===== config.mk =====
export PLATFORM = sky130hd
export DESIGN_NAME = pipe_ctrl_flat
export DESIGN_NICKNAME = d
export VERILOG_FILES = /design/src/rtl/pipe_ctrl_pkg.sv /design/src/rtl/pipe_ctrl_if.sv /design/src/rtl/pipe_hazard_det.sv /design/src/rtl/pipe_ctrl.sv /design/src/flat_wrapper.sv
export SDC_FILE = /design/constraint.sdc
export NUM_CORES = 1
export LEC_CHECK = 0
export ABC_AREA = 1
export CORE_MARGIN = 2
export CORE_UTILIZATION = 45
export CTS_CLUSTER_DIAMETER = 40
export DETAILED_ROUTE_END_ITERATION = 12
export PLACE_DENSITY_LB_ADDON = 0.25
export SYNTH_ARGS = -nofsm -noshare
export SYNTH_HDL_FRONTEND = slang
export SYNTH_HIERARCHICAL = 1
export SYNTH_SLANG_ARGS = --single-unit

===== constraint.sdc =====
create_clock -name clk -period 2.95 [get_ports clk]
set_input_delay 0.4425 -clock clk [delete_from_list [all_inputs] [get_ports clk]]
set_output_delay 0.4425 -clock clk [all_outputs]
set_load 0.005 [all_outputs]

===== src/rtl/pipe_ctrl_pkg.sv =====
// rtl/pipe_ctrl_pkg.sv - shared constants and state encoding for the pipeline controller
//
// Contents:
//   ST_IFID..ST_MEMWB : bit index of each pipeline register in the hold/clear vectors
//   DEF_RA_W          : default register-address width
//   state_t           : controller FSM states (S_RUN, S_DRAIN)
package pipe_ctrl_pkg;

  localparam int ST_IFID  = 0;
  localparam int ST_IDEX  = 1;
  localparam int ST_EXMEM = 2;
  localparam int ST_MEMWB = 3;

  localparam int DEF_RA_W = 5;

  // S_DRAIN: a fetch issued on the wrong path is still outstanding and its
  // response must be dropped at IF/ID when it returns.
  typedef enum logic {
    S_RUN   = 1'b0,
    S_DRAIN = 1'b1
  } state_t;

endpackage


===== src/rtl/pipe_ctrl_if.sv =====
// rtl/pipe_ctrl_if.sv - hazard inputs and stage control outputs of the pipeline controller
//
// Signals (slave = controller side, master = pipeline side):
//   if_busy, ex_busy, mem_busy         : outstanding fetch / multicycle EX / data access
//   id_rs1_en, id_rs2_en               : ID stage reads rs1 / rs2
//   id_rs1_addr, id_rs2_addr           : ID source register addresses
//   ex_load, ex_rd_addr                : EX instruction is a load and its destination
//   ex_redirect, trap                  : PC redirect from EX, trap taken at MEM
//   hold, clear                        : per pipeline register hold / bubble
//   pc_hold                            : freeze PC
//   stall_cycles, flush_cnt            : saturating performance counters
interface pipe_ctrl_if
  import pipe_ctrl_pkg::*;
#(
  parameter int STAGES = 4,
  parameter int CNT_W  = 32,
  parameter int RA_W   = DEF_RA_W
);

  logic              if_busy;
  logic              ex_busy;
  logic              mem_busy;
  logic              id_rs1_en;
  logic              id_rs2_en;
  logic [RA_W-1:0]   id_rs1_addr;
  logic [RA_W-1:0]   id_rs2_addr;
  logic              ex_load;
  logic [RA_W-1:0]   ex_rd_addr;
  logic              ex_redirect;
  logic              trap;
  logic [STAGES-1:0] hold;
  logic [STAGES-1:0] clear;
  logic              pc_hold;
  logic [CNT_W-1:0]  stall_cycles;
  logic [CNT_W-1:0]  flush_cnt;

  modport master (
    output if_busy, ex_busy, mem_busy,
    output id_rs1_en, id_rs2_en, id_rs1_addr, id_rs2_addr,
    output ex_load, ex_rd_addr, ex_redirect, trap,
    input  hold, clear, pc_hold, stall_cycles, flush_cnt
  );

  modport slave (
    input  if_busy, ex_busy, mem_busy,
    input  id_rs1_en, id_rs2_en, id_rs1_addr, id_rs2_addr,
    input  ex_load, ex_rd_addr, ex_redirect, trap,
    output hold, clear, pc_hold, stall_cycles, flush_cnt
  );

endinterface


===== src/rtl/pipe_hazard_det.sv =====
// rtl/pipe_hazard_det.sv - load-use hazard compare between EX destination and ID sources
//
// Ports:
//   i_ex_load    : EX instruction is a load
//   i_ex_rd_addr : EX destination register
//   i_rs1_en     : ID reads rs1
//   i_rs1_addr   : ID rs1 address
//   i_rs2_en     : ID reads rs2
//   i_rs2_addr   : ID rs2 address
//   o_hazard     : ID consumes the load result before it is available
module pipe_hazard_det
  import pipe_ctrl_pkg::*;
#(
  parameter int RA_W = DEF_RA_W
) (
  input  logic            i_ex_load,
  input  logic [RA_W-1:0] i_ex_rd_addr,
  input  logic            i_rs1_en,
  input  logic [RA_W-1:0] i_rs1_addr,
  input  logic            i_rs2_en,
  input  logic [RA_W-1:0] i_rs2_addr,
  output logic            o_hazard
);

  logic w_rd_nonzero;
  logic w_rs1_match;
  logic w_rs2_match;

  // x0 is hardwired to zero, so a load targeting it never creates a dependency.
  assign w_rd_nonzero = (i_ex_rd_addr != '0);
  assign w_rs1_match  = i_rs1_en && (i_rs1_addr == i_ex_rd_addr);
  assign w_rs2_match  = i_rs2_en && (i_rs2_addr == i_ex_rd_addr);
  assign o_hazard     = i_ex_load && w_rd_nonzero && (w_rs1_match || w_rs2_match);

endmodule


===== src/rtl/pipe_ctrl.sv =====
// rtl/pipe_ctrl.sv - central stall/bubble/flush controller for the IF/ID..MEM/WB registers
//
// Ports:
//   clk : clock, all state updates on rising edge
//   rst : asynchronous active-high reset
//   bus : pipe_ctrl_if.slave - hazard inputs, hold/clear/pc_hold outputs, counters
//
// hold/clear/pc_hold are combinational from state and inputs (zero latency).
// STAGES must be at least 4; registers above MEM/WB are never held or cleared.
module pipe_ctrl
  import pipe_ctrl_pkg::*;
#(
  parameter int STAGES = 4,
  parameter int CNT_W  = 32,
  parameter int RA_W   = DEF_RA_W
) (
  input logic        clk,
  input logic        rst,
  pipe_ctrl_if.slave bus
);

  state_t            r_state;
  state_t            w_next_state;
  logic [CNT_W-1:0]  r_stall_cycles;
  logic [CNT_W-1:0]  r_flush_cnt;
  logic [STAGES-1:0] w_hold;
  logic [STAGES-1:0] w_clear;
  logic              w_pc_hold;
  logic              w_flush;
  logic              w_load_use;

  pipe_hazard_det #(
    .RA_W (RA_W)
  ) u_hazard (
    .i_ex_load    (bus.ex_load),
    .i_ex_rd_addr (bus.ex_rd_addr),
    .i_rs1_en     (bus.id_rs1_en),
    .i_rs1_addr   (bus.id_rs1_addr),
    .i_rs2_en     (bus.id_rs2_en),
    .i_rs2_addr   (bus.id_rs2_addr),
    .o_hazard     (w_load_use)
  );

  always_comb begin
    w_hold       = '0;
    w_clear      = '0;
    w_pc_hold    = 1'b0;
    w_flush      = 1'b0;
    w_next_state = r_state;

    if (rst) begin
      // Bubble every register and freeze the PC while reset is held.
      w_clear   = '1;
      w_pc_hold = 1'b1;
    end else if (r_state == S_RUN) begin
      if (bus.trap) begin
        // Trap beats redirect and all stalls; instructions younger than MEM are killed.
        w_clear[ST_EXMEM:ST_IFID] = '1;
        w_flush                   = 1'b1;
        w_next_state              = bus.if_busy ? S_DRAIN : S_RUN;
      end else if (bus.mem_busy) begin
        w_hold[ST_EXMEM:ST_IFID] = '1;
        w_clear[ST_MEMWB]        = 1'b1;
        w_pc_hold                = 1'b1;
      end else if (bus.ex_busy) begin
        // A redirect from a still-busy EX instruction waits until it completes.
        w_hold[ST_IDEX:ST_IFID] = '1;
        w_clear[ST_EXMEM]       = 1'b1;
        w_pc_hold               = 1'b1;
      end else if (bus.ex_redirect) begin
        w_clear[ST_IDEX:ST_IFID] = '1;
        w_flush                  = 1'b1;
        w_next_state             = bus.if_busy ? S_DRAIN : S_RUN;
      end else if (w_load_use) begin
        w_hold[ST_IFID]  = 1'b1;
        w_clear[ST_IDEX] = 1'b1;
        w_pc_hold        = 1'b1;
      end else if (bus.if_busy) begin
        w_clear[ST_IFID] = 1'b1;
        w_pc_hold        = 1'b1;
      end
    end else begin
      // S_DRAIN: IF/ID keeps being bubbled so the stale response never reaches ID,
      // including the cycle it returns.
      w_clear[ST_IFID] = 1'b1;
      w_pc_hold        = 1'b1;
      if (!bus.if_busy) begin
        w_next_state = S_RUN;
      end
      if (bus.trap) begin
        w_clear[ST_EXMEM:ST_IFID] = '1;
        w_pc_hold                 = 1'b0;
        w_flush                   = 1'b1;
        w_next_state              = S_DRAIN;
      end else if (bus.mem_busy) begin
        // IF/ID is cleared rather than held, so only ID/EX and EX/MEM are held.
        w_hold[ST_EXMEM:ST_IDEX] = '1;
        w_clear[ST_MEMWB]        = 1'b1;
      end else if (bus.ex_busy) begin
        w_hold[ST_IDEX]   = 1'b1;
        w_clear[ST_EXMEM] = 1'b1;
      end
      // ex_redirect is ignored here: EX holds the bubble inserted by the earlier flush.
    end
  end

  always_ff @(posedge clk or posedge rst) begin
    if (rst) begin
      r_state        <= S_RUN;
      r_stall_cycles <= '0;
      r_flush_cnt    <= '0;
    end else begin
      r_state <= w_next_state;
      if (w_pc_hold && (r_stall_cycles != '1)) begin
        r_stall_cycles <= r_stall_cycles + CNT_W'(1);
      end
      if (w_flush && (r_flush_cnt != '1)) begin
        r_flush_cnt <= r_flush_cnt + CNT_W'(1);
      end
    end
  end

  assign bus.hold         = w_hold;
  assign bus.clear        = w_clear;
  assign bus.pc_hold      = w_pc_hold;
  assign bus.stall_cycles = r_stall_cycles;
  assign bus.flush_cnt    = r_flush_cnt;

endmodule


===== src/flat_wrapper.sv =====
// flat-port wrapper written by rule: the top's interface ports become plain ports
module pipe_ctrl_flat import pipe_ctrl_pkg::*;
#(
  parameter int STAGES = 4,
  parameter int CNT_W  = 32,
  parameter int RA_W   = DEF_RA_W
)
  (clk, rst, bus_if_busy, bus_ex_busy, bus_mem_busy, bus_id_rs1_en, bus_id_rs2_en, bus_id_rs1_addr, bus_id_rs2_addr, bus_ex_load, bus_ex_rd_addr, bus_ex_redirect, bus_trap, bus_hold, bus_clear, bus_pc_hold, bus_stall_cycles, bus_flush_cnt);
  pipe_ctrl_if #(.STAGES(STAGES), .CNT_W(CNT_W), .RA_W(RA_W)) bus_i ();
  input logic clk;
  input logic rst;
  input wire logic [$bits(bus_i.if_busy)-1:0] bus_if_busy;
  input wire logic [$bits(bus_i.ex_busy)-1:0] bus_ex_busy;
  input wire logic [$bits(bus_i.mem_busy)-1:0] bus_mem_busy;
  input wire logic [$bits(bus_i.id_rs1_en)-1:0] bus_id_rs1_en;
  input wire logic [$bits(bus_i.id_rs2_en)-1:0] bus_id_rs2_en;
  input wire logic [$bits(bus_i.id_rs1_addr)-1:0] bus_id_rs1_addr;
  input wire logic [$bits(bus_i.id_rs2_addr)-1:0] bus_id_rs2_addr;
  input wire logic [$bits(bus_i.ex_load)-1:0] bus_ex_load;
  input wire logic [$bits(bus_i.ex_rd_addr)-1:0] bus_ex_rd_addr;
  input wire logic [$bits(bus_i.ex_redirect)-1:0] bus_ex_redirect;
  input wire logic [$bits(bus_i.trap)-1:0] bus_trap;
  output wire logic [$bits(bus_i.hold)-1:0] bus_hold;
  output wire logic [$bits(bus_i.clear)-1:0] bus_clear;
  output wire logic [$bits(bus_i.pc_hold)-1:0] bus_pc_hold;
  output wire logic [$bits(bus_i.stall_cycles)-1:0] bus_stall_cycles;
  output wire logic [$bits(bus_i.flush_cnt)-1:0] bus_flush_cnt;
  assign bus_i.if_busy = bus_if_busy;
  assign bus_i.ex_busy = bus_ex_busy;
  assign bus_i.mem_busy = bus_mem_busy;
  assign bus_i.id_rs1_en = bus_id_rs1_en;
  assign bus_i.id_rs2_en = bus_id_rs2_en;
  assign bus_i.id_rs1_addr = bus_id_rs1_addr;
  assign bus_i.id_rs2_addr = bus_id_rs2_addr;
  assign bus_i.ex_load = bus_ex_load;
  assign bus_i.ex_rd_addr = bus_ex_rd_addr;
  assign bus_i.ex_redirect = bus_ex_redirect;
  assign bus_i.trap = bus_trap;
  assign bus_hold = bus_i.hold;
  assign bus_clear = bus_i.clear;
  assign bus_pc_hold = bus_i.pc_hold;
  assign bus_stall_cycles = bus_i.stall_cycles;
  assign bus_flush_cnt = bus_i.flush_cnt;
  pipe_ctrl #(.STAGES(STAGES), .CNT_W(CNT_W), .RA_W(RA_W)) u_core (.clk(clk), .rst(rst), .bus(bus_i));
endmodule

## Word-level counts from Yosys, hierarchy flattened

Index checks and enable logic that the tools add are counted.

| word-level totals | value |
|---|---|
| bits in registers | 65 |
| input port bits | 25 |
| output and inout port bits | 73 |
| logic and storage cells | 62 |

| cells by class | value |
|---|---|
| add/sub/neg operators | 2 |
| equality and inequality tests | 4 |
| mux-type cells | 45 |
| reduce and logical (&&, ||, !) cells | 8 |

Operator list:

| cell | number |
|---|---|
| $add 32x1->32 const B | 2 |
| $ne 32x32->1 const B | 2 |
| $mux 1 | 33 |
| $mux 3 | 5 |
| $mux 2 | 6 |
| $eq 5x5->1 | 2 |
| $logic_and 1x1->1 | 6 |
| $reduce_bool 5->1 | 1 |
| $mux 4 | 1 |
| $logic_or 1x1->1 | 1 |

## Logic depth before layout (Yosys ltp)

| depth | value |
|---|---|
| depth in word-level cells | 12 |
| gate-level depth with buffers | 15 |
| gate-level depth less buffers | 14 |

## Cells and area by module

The synthesis kept the hierarchy.

By module, submodules not included:

| module | times used | cells each | area an instance (um2) | seq. area each (um2) |
|---|---|---|---|---|
| pipe_ctrl | 1 | 733 | 4466.8 | 1626.6 |
| pipe_hazard_det | 1 | 55 | 216.5 | 0.0 |

## Worst setup path before layout

OpenSTA, ideal clock, no wires.

| timing path | value |
|---|---|
| path kind | input-to-reg |
| start | input rst |
| end | register u_core.r_stall_cycles[10] (netlist: u_core/bus.stall_cycles[10]) |
| data arrival time | 2874 ps |
| required time | 2834 ps |
| slack | -40 ps |
| stages | 7 |
| path through | inv_1 > nand2_1 > nand2_4 > inv_4 > buf_6 > nand2_1 > nand2_1 |

| on the way | value |
|---|---|
| longest elaborated chain between the ends | 2 |

RTL lines:

| element | line | text |
|---|---|---|
| start, declared | flat_wrapper.sv:11 | `input logic rst;` |
| $mux 1 | pipe_ctrl.sv:51 | `if (rst) begin` |
| named net bus_pc_hold | flat_wrapper.sv:25 | `output wire logic [$bits(bus_i.pc_hold)-1:0] bus_pc_hold;` |
| $logic_and 1x1->1 | pipe_ctrl.sv:114 | `if (w_pc_hold && (r_stall_cycles != '1)) begin` |
| end signal, assigned | pipe_ctrl.sv:115 | `r_stall_cycles <= r_stall_cycles + CNT_W'(1);` |
| end, declared | pipe_ctrl.sv:24 | `logic [CNT_W-1:0] r_stall_cycles;` |

The timed path passes the listed nets, and every way through them passes these cells.
A chain may end at the register's enable or synchronous reset.

## Worst setup path after layout

| timing path | value |
|---|---|
| start | input bus_ex_rd_addr[4] |
| end | output bus_hold[0] |

| on the way | value |
|---|---|
| longest elaborated chain between the ends | 11 |
| elaborated cells on any way between the ends | 15 |

RTL lines:

| element | line | text |
|---|---|---|
| start, declared | flat_wrapper.sv:20 | `input wire logic [$bits(bus_i.ex_rd_addr)-1:0] bus_ex_rd_addr;` |
| $eq 5x5->1 (on tied branches) | pipe_hazard_det.sv:31, pipe_hazard_det.sv:32 |  |
| $logic_and 1x1->1 (on tied branches) | pipe_hazard_det.sv:31, pipe_hazard_det.sv:32 |  |
| $logic_or 1x1->1 | pipe_hazard_det.sv:33 | `assign o_hazard = i_ex_load && w_rd_nonzero && (w_rs1_match \|\| w_rs2_match);` |
| $logic_and 1x1->1 * | pipe_hazard_det.sv:33 |  |
| named net u_core.w_load_use | pipe_ctrl.sv:30 | `logic w_load_use;` |
| $mux 1 * | pipe_ctrl.sv:74 | `end else if (w_load_use) begin` |
| $mux 1 * | pipe_ctrl.sv:70 | `end else if (bus.ex_redirect) begin` |
| $mux 1 * | pipe_ctrl.sv:65 | `end else if (bus.ex_busy) begin` |
| $mux 2 * | pipe_ctrl.sv:61 | `end else if (bus.mem_busy) begin` |
| $mux 3 * | pipe_ctrl.sv:56 | `if (bus.trap) begin` |
| $mux 1 * | pipe_ctrl.sv:55 | `end else if (r_state == S_RUN) begin` |
| $mux 3 * | pipe_ctrl.sv:51 |  |
| end, declared | flat_wrapper.sv:23 | `output wire logic [$bits(bus_i.hold)-1:0] bus_hold;` |

The timed path passes the listed nets; every way through them passes the cells marked *.

==> flow_metrics.py <==
metrics = {
    "floorplan": {
        "core-area_um2": 10200,
        "die_h_um": 106,
        "io_pins": 98,
        "start_util": 0.458,
        "rows": 37,
        "dieArea_um2": 11200,
        "dieWidth_um": 106,
    },
    "worst_hold_path": {
        "hold_class": "primary input to asynchronous set/reset pin",
    },
    "setup_path": {
        "path_max_fanout": 4,
        "worstPathRequired_ns": 2.51,
        "worstSetupStartpoint": "bus_ex_rd_addr[4]",
        "critical_path_class": "primary input to output pin",
        "cp-end-kind": "output pin",
        "start_kind": "primary input",
        "regToRegSetupSlack_ns": 0.57,
        "crit_arrival_ns": 2.35,
        "reg2reg_from": "u_core/bus.flush_cnt[0]",
    },
    "timing": {
        "slew_headroom": 0.580,
        "worst_pin_slew_ns": 0.631,
        "setup_viol": 0,
        "finClkSkew_ns": 0.0101,
        "fin_crit_sh": 0.947,
        "drv_slew": 0,
        "fmax_mhz": 358,
        "fin_crit_ns": 2.79,
        "hold_violations": 0,
    },
    "cells_and_area": {
        "final_cell_area_um2": 5920,
        "drive_gt1_frac": 0.0382,
        "antennaDiodeCount": 0,
        "multi_input_area_um2": 2690,
        "seq_area_um2": 1630,
        "nets": 914,
        "syn_to_final_growth_pct": 26.5,
        "num-fill-cells": 1048,
    },
    "place": {
        "io_buffers": 96,
        "dp_hpwl_mm": 9.24,
        "placed_area_um2": 5750,
        "routabilityCongestion": 0.897,
    },
    "synthesis": {
        "ys_ff_latch": 65,
        "yosys-top-cells-area": "dfrtp_1, nand2_1, nor2_1, inv_1, nand3_1",
        "netlist.area_leader.share": 0.347,
        "ys_seq_area_frac": 0.347,
        "syn_inst": 788,
        "synth_cell_types": 24,
        "syn_avg_cell_area_um2": 5.94,
        "yosysWarnings": 6,
        "yosysTopAreaCell": "dfrtp_1",
        "syn_nets": 815,
        "syn-cell-area_um2": 4680,
    },
    "routing": {
        "drt_iter0_drc": 225,
        "drc": 0,
        "finalWirelength_mm": 12.3,
        "ant_nets": 0,
        "firstDrtPassIters": 5,
        "vias_per_cell": 4.77,
        "wl_per_cell_um": 12.0,
        "num_vias": 4897,
    },
    "clock_tree": {
        "clk_latency_ns": 0.34,
        "cts_hold_buf": 0,
        "cts_buffer_depth": 2,
        "clkSinkCount": 65,
        "htreeDepth": 3,
        "cts_root_buf": "clkbuf_8",
        "cts_tree": "done",
        "postCtsSetupRepairBufs": 0,
        "numCtsBuffers": 9,
        "clkSlewWorstSetupHoldPaths_ns": 0.07,
    },
    "global_route": {
        "antenna_found_initial": 0,
        "grt_max_degree": 51,
        "grt_pass1_vias": 4398,
        "track_usage": 0.229,
        "grt_first_pass_wirelength_mm": 20.6,
        "grt.overflow.total": 0,
    },
    "power_and_ir_drop": {
        "peakVddDrop_mv": 0.271,
        "leakage_nw": 2.76,
        "p_total_w": 0.00215,
        "powerDensity_nw_per_um2": 364,
    },
    "job": {
        "maxCapViolCount": 0,
    },
    "outcome": {
        "status": "finished, final reports clean",
    },
}
[cells in the mapped netlist, drive strengths merged]
cell type,n
nand2,422
nor2,121
inv,75
dfrtp,65
nand3,37
xor2,20
o21ai,14
buf,12
xnor2,8
a21oi,5
nand4,3
ha,2
conb,1
nand3b,1
nor3,1
nor4,1
[power by group]
part | switching [W] | total (W) | internal, W
Clock | 0.000335 | 0.000656 | 0.000321
Sequential | 0.0000962 | 0.00105 | 0.000951
Combinational | 0.000222 | 0.000451 | 0.000229
Total | 0.000654 | 0.00215 | 0.00150
[state kept, by name (all words and copies together) (netlist names)]
signal / cells
u_core/bus.flush_cnt: 32
u_core/bus.stall_cycles: 32
u_core/r_state: 1
[path summary, 6_finish.rpt]
kind,endpoint,cells after the start
min in group clk,u_core/bus.stall_cycles[18],2
min,u_core/bus.stall_cycles[4],3
max,bus_hold[0],10
max reg2reg,u_core/bus.flush_cnt[18],10
max in group asynchronous,u_core/bus.flush_cnt[21],3
min reg2reg,u_core/bus.stall_cycles[18],2
[repair_timing]
action / 4_1_cts / 5_1_grt
endpoints found under the hold margin: 0 / 0
endpoints found under the setup margin: 0 / 3
resized for setup: 0 / 2
[cells by family (layout without fill, tap and decap cells)]
kind of cell	Yosys count	in the layout	synth area share
and+or+nand+nor	586	586	0.493
buffers and inverters	87	190	0.0810
DFF	65	65	0.347
xor gates and xnor gates	28	28	0.0524
AOI/OAI and AO/OA	19	19	0.0203
adders and majority gates	2	2	0.00534
other	1	1	0.000801
[placed cells by master (no fill, tap or decap), drive strengths merged]
cell / netlist / layout
a21oi: 5 / 5
buf: 12 / 4
clkbuf: 0 / 12
clkdlybuf4s50: 0 / 96
clkinv: 0 / 2
clkinvlp: 0 / 2
conb: 1 / 1
dfrtp: 65 / 65
ha: 2 / 2
inv: 75 / 74
nand2: 422 / 422
nand3: 37 / 37
nand3b: 1 / 1
nand4: 3 / 3
nor2: 121 / 121
nor3: 1 / 1
nor4: 1 / 1
o21ai: 14 / 14
xnor2: 8 / 8
xor2: 20 / 20
[stage by stage]
step	utilization	setup TNS (ns)	instances	setup WS (ns)	hold slack, ns
2_1_floorplan	-	0	788	0.539	0.521
3_3_place_gp	0.562	0	1012	0.0746	0.538
3_5_place_dp	0.562	0	1012	0.0243	0.545
4_1_cts	0.578	0	1027	0.0120	0.552
5_1_grt	0.579	-0.0551	1027	-0.0312	0.569
6_report	0.579	0	1027	0.158	0.554
[critical path, cell delays in order]
cell and delay [ns]:
clkdlybuf4s50_1 0.54, inv_2 0.06, nand2_2 0.06, nand2_1 0.05, nor2_1 0.10, nand3_1 0.09, a21oi_2 0.19, a21oi_1 0.09
nor3_2 0.18, clkdlybuf4s50_1 0.54
[cell type report]
type                       instances  area share
multi-input combinational        636       0.453
timing repair buffer             100       0.167
clock inverter                     3     0.00296
sequential                        65       0.275
clock buffer                      12      0.0245
tap                              136      0.0287
inverter                          75      0.0486
[metal layers]
layer | part of all wire | vias to the layer above | global-route usage
met5 | 0 | - | 0
met4 | 0.018 | 0 | 0.0667
met2 | 0.46 | 131 | 0.364
li1 | - | 2575 | -
met3 | 0.049 | 14 | 0.0540
met1 | 0.47 | 2177 | 0.311
Note: power is estimated with default switching activity, not from simulation.
